==> config.mk <==
export PLATFORM = sky130hd
export DESIGN_NAME = graphics_processor
export DESIGN_NICKNAME = d
export VERILOG_FILES = /design/src/rtl/graphics_processor.sv
export SDC_FILE = /design/constraint.sdc
export NUM_CORES = 1
export LEC_CHECK = 0
export ABC_AREA = 1
export BUFFER_PORTS_ARGS = -buffer_cell sky130_fd_sc_hd__buf_2
export CAP_MARGIN = 20
export CORE_ASPECT_RATIO = 0.6
export CORE_MARGIN = 5
export CORE_UTILIZATION = 45
export CTS_CLUSTER_SIZE = 24
export DETAILED_ROUTE_END_ITERATION = 12
export PLACE_DENSITY_LB_ADDON = 0.05
export SETUP_SLACK_MARGIN = 0.1
export SYNTH_ARGS = -nofsm -noshare
export SYNTH_HDL_FRONTEND = slang
export SYNTH_SLANG_ARGS = --single-unit
==> constraint.sdc <==
create_clock -name clk -period 3.7 [get_ports clk]
set_clock_uncertainty 0.1 [all_clocks]
set_input_delay 0.74 -clock clk [delete_from_list [all_inputs] [get_ports clk]]
set_output_delay 0.74 -clock clk [all_outputs]
set_load 0.02 [all_outputs]
==> src/rtl/graphics_processor.sv <==
// graphics_processor: rectangle fill / image-ROM copy engine writing a 12-bit framebuffer
// in raster order at one pixel per cycle.
module graphics_processor #(
    parameter int H_RES = 640,
    parameter int V_RES = 480
) (
    input  logic        clk,
    input  logic        rst,
    input  logic        en,
    input  logic        opcode,
    input  logic [9:0]  tl_x,
    input  logic [8:0]  tl_y,
    input  logic [9:0]  br_x,
    input  logic [8:0]  br_y,
    input  logic [11:0] arg,
    output logic        finish,
    output logic        vram_we,
    output logic [18:0] vram_addr,
    output logic [11:0] vram_din,
    output logic [18:0] img_addr,
    input  logic [11:0] img_data
);
    typedef enum logic [1:0] {IDLE, FILL, COPY, DONE} state_t;
    localparam logic [18:0] HR = 19'(H_RES);

    state_t      state_q;
    logic [9:0]  tl_x_q, br_x_q, x_q;
    logic [8:0]  br_y_q, y_q;
    logic [18:0] row_q, vram_addr_q, img_addr_q;
    logic [11:0] din_q;
    logic        we_q, copy_wr_q, rd_done_q, finish_q;

    logic [9:0]  bx_c;
    logic [8:0]  by_c;
    logic [18:0] base_c, start_c, cur_c, nxt_c;
    logic        empty_c, eol_c, last_c, adv_c;

    // Start row base as a constant shift-add of tl_y; later rows step by H_RES.
    always_comb begin
        base_c = '0;
        for (int b = 0; b < 19; b++)
            if (HR[b]) base_c = base_c + (19'(tl_y) << b);
    end

    assign bx_c    = (br_x > 10'(H_RES - 1)) ? 10'(H_RES - 1) : br_x;
    assign by_c    = (br_y > 9'(V_RES - 1)) ? 9'(V_RES - 1) : br_y;
    assign start_c = base_c + 19'(tl_x);
    assign empty_c = (tl_x > bx_c) || (tl_y > by_c);
    assign eol_c   = x_q == br_x_q;
    assign last_c  = eol_c && (y_q == br_y_q);
    assign cur_c   = (state_q == COPY) ? img_addr_q : vram_addr_q;
    assign nxt_c   = eol_c ? row_q + HR + 19'(tl_x_q) : cur_c + 19'd1;
    assign adv_c   = !last_c && (state_q == FILL || (state_q == COPY && !rd_done_q));

    always_ff @(posedge clk or posedge rst) begin
        if (rst) begin
            state_q     <= IDLE;
            tl_x_q      <= '0;
            br_x_q      <= '0;
            br_y_q      <= '0;
            x_q         <= '0;
            y_q         <= '0;
            row_q       <= '0;
            vram_addr_q <= '0;
            img_addr_q  <= '0;
            din_q       <= '0;
            we_q        <= 1'b0;
            copy_wr_q   <= 1'b0;
            rd_done_q   <= 1'b0;
            finish_q    <= 1'b0;
        end else begin
            case (state_q)
                IDLE: if (en) begin
                    tl_x_q    <= tl_x;
                    br_x_q    <= bx_c;
                    br_y_q    <= by_c;
                    x_q       <= tl_x;
                    y_q       <= tl_y;
                    row_q     <= base_c;
                    rd_done_q <= 1'b0;
                    if (empty_c) begin
                        state_q  <= DONE;
                        finish_q <= 1'b1;
                    end else if (opcode) begin
                        state_q    <= COPY;
                        img_addr_q <= start_c;
                    end else begin
                        state_q     <= FILL;
                        we_q        <= 1'b1;
                        vram_addr_q <= start_c;
                        din_q       <= arg;
                    end
                end
                FILL: if (last_c) begin
                    we_q     <= 1'b0;
                    state_q  <= DONE;
                    finish_q <= 1'b1;
                end else begin
                    vram_addr_q <= nxt_c;
                end
                COPY: begin
                    // Keep the last ROM word so vram_din holds once writing stops.
                    if (copy_wr_q) din_q <= img_data;
                    if (rd_done_q) begin
                        we_q      <= 1'b0;
                        copy_wr_q <= 1'b0;
                        state_q   <= DONE;
                        finish_q  <= 1'b1;
                    end else begin
                        we_q        <= 1'b1;
                        copy_wr_q   <= 1'b1;
                        vram_addr_q <= img_addr_q;
                        if (last_c) rd_done_q <= 1'b1;
                        else img_addr_q <= nxt_c;
                    end
                end
                DONE: if (!en) begin
                    state_q  <= IDLE;
                    finish_q <= 1'b0;
                end
                default: state_q <= IDLE;
            endcase
            if (adv_c) begin
                x_q   <= eol_c ? tl_x_q : x_q + 10'd1;
                y_q   <= eol_c ? y_q + 9'd1 : y_q;
                row_q <= eol_c ? row_q + HR : row_q;
            end
        end
    end

    assign finish    = finish_q;
    assign vram_we   = we_q;
    assign vram_addr = vram_addr_q;
    assign img_addr  = img_addr_q;
    assign vram_din  = copy_wr_q ? img_data : din_q;
endmodule

### After elaboration in Yosys (flattened, before gate mapping)

Index checks and enable logic that the tools add are counted.

* bits in registers: 123
* latch bits: 0
* bits in writable memories: 0
* ROM bits: 0
* bits of input ports: 66
* memories: 0

* $add $sub $neg: 7
* multipliers: 0
* div/mod/pow operators: 0
* magnitude comparators: 4
* equality and inequality tests: 17
* shift-type cells: 0
* mux-type cells: 55
* bitwise operators: 0
* reductions and logical operators: 22

Operators with widths (number)
* $mux 19: 15
* $pmux 19 s3: 1
* $mux 10: 5
* $mux 12: 4
* $mux 9: 5
* $add 19x10->19: 2
* $pmux 19 s2: 1
* $ne 2x2->1 const B: 12
* $pmux 12 s2: 1
* $add 16x18->19: 1
* $add 19x1->19 const B: 1
* $add 19x10->19 const B: 1
* $mux 1: 13
* $mux 2: 6
* $reduce_and 6->1: 2
* $add 10x1->10 const B: 1
* $eq 10x10->1: 1
* $gt 10x10->1: 1
* $gt 10x10->1 const B: 1
* $reduce_and 5->1: 2
* $add 9x1->9 const B: 1
* $eq 9x9->1: 1
* $gt 9x9->1: 1
* $gt 9x9->1 const B: 1
* other kinds (15): 25

### Depth between registers and ports, before layout

* word-level depth: 7
* gate-level depth with buffers: 21
* mapped depth without buffers: 19

### Worst setup path after synthesis

OpenSTA, ideal clock, no wires.

* kind: input to register
* start point: input port br_x[8]
* end point: register din_q[0]
* data arrival time: 2.702 ns
* required time: 3.459 ns
* path slack: 0.757 ns
* cell stages on the path: 16
* path buffers: 1
* cells stage by stage: o21ai_0 > inv_1 > nor2_1 > ha_1 > nand2_1 > nor2_1 > and2_1 > o21ai_0 > nand3_1 > nand2_1 > nand2_1 > nand2_1 > nand2_1 > nor2_1 > clkbuf_1 > a31oi_1

* word-level cells in the longest chain between the ends: 6

Ends and longest elaborated chain
* start: declaration: line 13 `input logic [9:0] br_x,`
* $gt 10x10->1: line 45 `assign bx_c = (br_x > 10'(H_RES - 1)) ? 10'(H_RES - 1) : br_x;`
* $mux 10 (*): line 45
* $gt 10x10->1 (*): line 48 `assign empty_c = (tl_x > bx_c) || (tl_y > by_c);`
* $logic_or 1x1->1 (*): line 48
* $ne 2x2->1 (no line) (*)
* $reduce_and 4->1 (no line) (*)
* end signal: assignment: line 91 `din_q <= arg;`
* end signal: assignment: line 103 `if (copy_wr_q) din_q <= img_data;`
* end: declaration: line 30 `logic [11:0] din_q;`

Mark *: on every way between the ends. The rest lies on a longest branch, timed or not.
A chain may end at the register's enable or synchronous reset.

### Final worst setup path

* start point: register state_q[0]
* end point: register vram_addr_q[14] (netlist: vram_addr[14])

* word-level cells in the longest chain between the ends: 6
* elaborated cells between the ends (all ways): 15
* those cells by class: add/sub (1); eq/ne (7); mux (4); reduce/logical (3)

Ends and longest elaborated chain
* start: declaration: line 26 `state_t state_q;`
* start signal: assignment: line 57 `state_q <= IDLE;`
* start signal: assignment: line 82 `state_q <= DONE;`
* start signal: assignment: line 85 `state_q <= COPY;`
* $eq 2x2->1: line 51, 72
* $mux 19: line 51 `assign cur_c = (state_q == COPY) ? img_addr_q : vram_addr_q;`
* $add 19x1->19: line 52 `assign nxt_c = eol_c ? row_q + HR + 19'(tl_x_q) : cur_c + 19'd1;`
* $mux 19: line 52
* $mux 19: line 94 `FILL: if (last_c) begin`
* $pmux 19 s3: line 72 `case (state_q)`
* end signal: assignment: line 90 `vram_addr_q <= start_c;`
* end signal: assignment: line 99 `vram_addr_q <= nxt_c;`
* end signal: assignment: line 112 `vram_addr_q <= img_addr_q;`
* end: declaration: line 29 `logic [18:0] row_q, vram_addr_q, img_addr_q;`

Several ways; a longest one is shown, not always the timed one. The select of a mux whose other input is x is not followed.

==> results by group <==
Setup path
  – R2r setup slk: 0.47 ns
  – Critical Path Sink: vram_addr[14]$_DFFE_PP0P_
  – Worst path required time: between 3 and 4 ns
  – CP Capture Type: flop
  – WP data arrival: 3.45 ns
  – Crit path kind: flop to flop
  – Worst R2R End: vram_addr[14]$_DFFE_PP0P_
  – Worst Path Max Fanout: 23
  – Worst Setup Start Kind: flop
  – Reg-to-Reg Start: state_q[0]$_DFFE_PP0P_
  – R2R cell count: 17
  – Setup crit start: state_q[0]$_DFFE_PP0P_

Synth
  – Warnings, synthesis: 0
  – Most common cell in the netlist: nand2_1
  – Number of flops mapped to enable cells by yosys: 0
  – Synthesized net count: around 1400
  – Post-Syn Area per Cell: 6.77 um^2
  – Adder-cell share of the synthesized area: 0.0656
  – Largest family of logic cells by synthesized area: simple AND/OR/NAND/NOR gates
  – Compound-cell area share of the yosys netlist: 0.136
  – Post-synth ARST share: 1.00
  – Sequential-to-total area share from yosys stat: 0.337
  – Ys flop type: dfrtp_1
  – Synth area leader: dfrtp_1
  – #FFs+latches synth: between 100 and 150
  – XOR/XNOR Fraction of Synth Area: 0.0346
  – Synth Area in Simple Gates: 0.334
  – Cells after Synth: 1273
  – Mux share of post-synthesis cell area: 0.0157
  – Commonest cells post-synth: nand2_1, dfrtp_1, nor2_1, inv_1, o21ai_0
  – Count of cell types in the netlist: 43
  – Yosys top cell area share: 0.337
  – Mapped Area: 8620 um^2
  – Synth top area cells: dfrtp_1, nand2_1, ha_1

Floorplanning
  – Core Area: about 19000 um^2
  – Die X: around 190 um
  – Die Footprint: 22100 um^2
  – I/O Pins: 118
  – Starting Density: 0.455
  – Row count: 39
  – Die H: 117 um

STA
  – Slew Viols, Final: 0
  – Period utilisation layout: 0.873
  – Crit path time final: 3.23 ns
  – Setup violators final: 0
  – Max_slew headroom: 0.419
  – Worst slew pin tran: 0.870 ns
  – Setup TNS: 0 ns
  – Max Fclk: 0.310 GHz
  – Final hold slack: 0.382 ns
  – Final Hold Viols: 0
  – RSZ-0062 raised after global routing: false

Route
  – Top layer in use: met4
  – M1 wire length: 13800 um
  – Initial detailed-routing violation count: roughly 800
  – WL/cell: 16.2 um
  – DR vias: between 8000 and 9000
  – Antenna viol nets, final: 0
  – Final WL: around 27000 um
  – Met3 wire length: 1770 um
  – Number of remaining DRC errors: 0
  – Vias per cell: 5.32
  – Drt first pass iters: 5
  – DR WL met2: 10600 um

Power
  – Switching power: 4.96 mW
  – Switching share of power: 0.502
  – Logic pwr share: 0.562
  – Max VDD drop: 0.472 mV
  – Power Dens Cells: about 980 nW/um^2
  – Sequential Power Share: 0.251
  – Pwr Total: 9.88 mW
  – Lkg Pwr: 5.17 nW
  – Part of the power in the clock network: 0.187
  – Internal: 4.91 mW

Clock tree
  – CTS root buf: clkbuf_16
  – CTS Hold Bufs: 0
  – H-tree Lvls: 4
  – Post-CTS Setup Repair Bufs: 0
  – CTS tree: done
  – TritonCTS Buffers: 17
  – Clock Pin Slew Worst Setup and Hold Paths: ~0.060 ns
  – CTS sink cnt: approximately 120
  – CTS resizes: 0
  – Clk buf depth: 2
  – Worst skew pair latency: around 0.43 ns

Global routing
  – Pin count of the biggest net entering global routing: ~120
  – All-Layer GR Usage: 0.246
  – Grt ovf: 0
  – Global-route wire length before repair: between 40000 and 50000 um
  – Initial antenna violation count: 0
  – Vias in the first global route: just over 8000

Finish
  – Synth-to-Final Area Change: 17.0%
  – Utilization after layout: 0.533
  – Ant diodes: 0
  – Layout cells sized above 1: 0.145
  – Final non-filler cell total: 1635
  – Final nets: about 1500
  – Filler cells: 1883

Hold path
  – Worst min path class: input pin to asynchronous set/reset pin

Placement
  – Placed cells: 1603
  – Routability cong.: 0.910
  – PortBufs: 117
  – DP HPWL: 19700 um

Run status
  – Status: finished, final reports clean

Job
  – Maxcap violations: 0
==> cell type report <==
cell class	count	area, um^2	share of cell area
Sequential cell	116	2900	0.288
Timing Repair Buffer	134	751	0.0745
Inverter	112	427	0.0423
Multi-Input combinational cell	995	5050	0.501
Clock buffer	17	425	0.0422
Clock inverter	15	218	0.0216
Tap cell	246	308	0.0305
==> layer usage <==
layer / vias up / GRT usage
li1: 4391 / -
met5: - / 0
met3: 27 / 0.0504
met1: 3997 / 0.383
met4: 0 / 0.0631
met2: 287 / 0.348
==> flip-flops by register name, summed over array words and instances, names as in the netlist <==
register	flops
x_q	10
copy_wr_q	1
y_q	9
br_x_q	10
row_q	12
rd_done_q	1
tl_x_q	10
br_y_q	9
din_q	12
vram_addr	19
state_q	2
img_addr	19
finish	1
vram_we	1
==> how the worst min path moves through the flow <==
stage,slack (ns),cells past startpoint,endpoint,startpoint
2_1_floorplan,0.35,2,tl_x_q[0]$_DFFE_PP0P_,tl_x_q[0]$_DFFE_PP0P_
3_3_place_gp,0.36,2,tl_x_q[0]$_DFFE_PP0P_,tl_x_q[0]$_DFFE_PP0P_
3_5_place_dp,0.37,2,tl_x_q[5]$_DFFE_PP0P_,tl_x_q[5]$_DFFE_PP0P_
4_1_cts,0.38,2,tl_x_q[4]$_DFFE_PP0P_,tl_x_q[4]$_DFFE_PP0P_
5_1_grt,0.42,2,vram_we$_DFFE_PP0P_,vram_we$_DFFE_PP0P_
6_report,0.38,3,y_q[1]$_DFFE_PP0P_,rst
==> power groups by stage <==
stage | Sequential (mW) | Clock [mW] | Combinational, mW
global route | 2.57 | 1.92 | 6.31
floorplan | 2.57 | 0 | 3.83
finish | 2.48 | 1.84 | 5.55
detailed placement | 2.48 | 0 | 5.49
CTS | 2.47 | 1.86 | 5.52
global placement | 2.49 | 0 | 5.46
==> through the flow <==
step | cell area, um^2 | worst slack [ns]
2_1_floorplan | 8620 | 0.757
3_3_place_gp | 9440 | 0.452
3_5_place_dp | 9440 | 0.388
4_1_cts | 10100 | 0.491
5_1_grt | 10100 | 0.139
6_report | 10100 | 0.470
==> critical path, cell delays in order (launching register included) <==
cell	delay (ns)
dfrtp_1	0.40
inv_1	0.12
ha_2	0.25
inv_4	0.21
nand2_1	0.07
and2_1	0.16
inv_1	0.21
ha_1	0.29
nand2_1	0.12
nor2_1	0.22
nand2_1	0.17
nor2_2	0.24
xnor2_1	0.15
nand2_1	0.09
nand3_1	0.13
nand3_1	0.07
nand2_1	0.07
nand2_1	0.04
==> cells in the final DEF, fill, tap and decap left out, types with 8 or more instances in the layout <==
cell type,instances
o21ai_0,98
mux2_2,12
inv_1,105
a31oi_1,24
ha_1,41
nand3_1,83
nand2_1,445
nand4_1,21
nor2_1,114
clkbuf_16,17
o211ai_1,13
buf_2,117
dfrtp_1,116
xor2_1,27
a21oi_1,44
o21ai_1,8
nor3_1,9
buf_4,14
==> cell families (layout without fill, tap and decap cells) <==
logic type               after synthesis  count (layout)
flip-flops                           116             116
XOR/XNOR                              34              34
AO/OA/AOI/OAI                        208             208
buffers and inverters                162             278
adder cells (fa/ha/maj)               44              44
multiplexers                          12              12
AND/OR/NAND/NOR                      697             697
(Power assumes the default switching activity.)
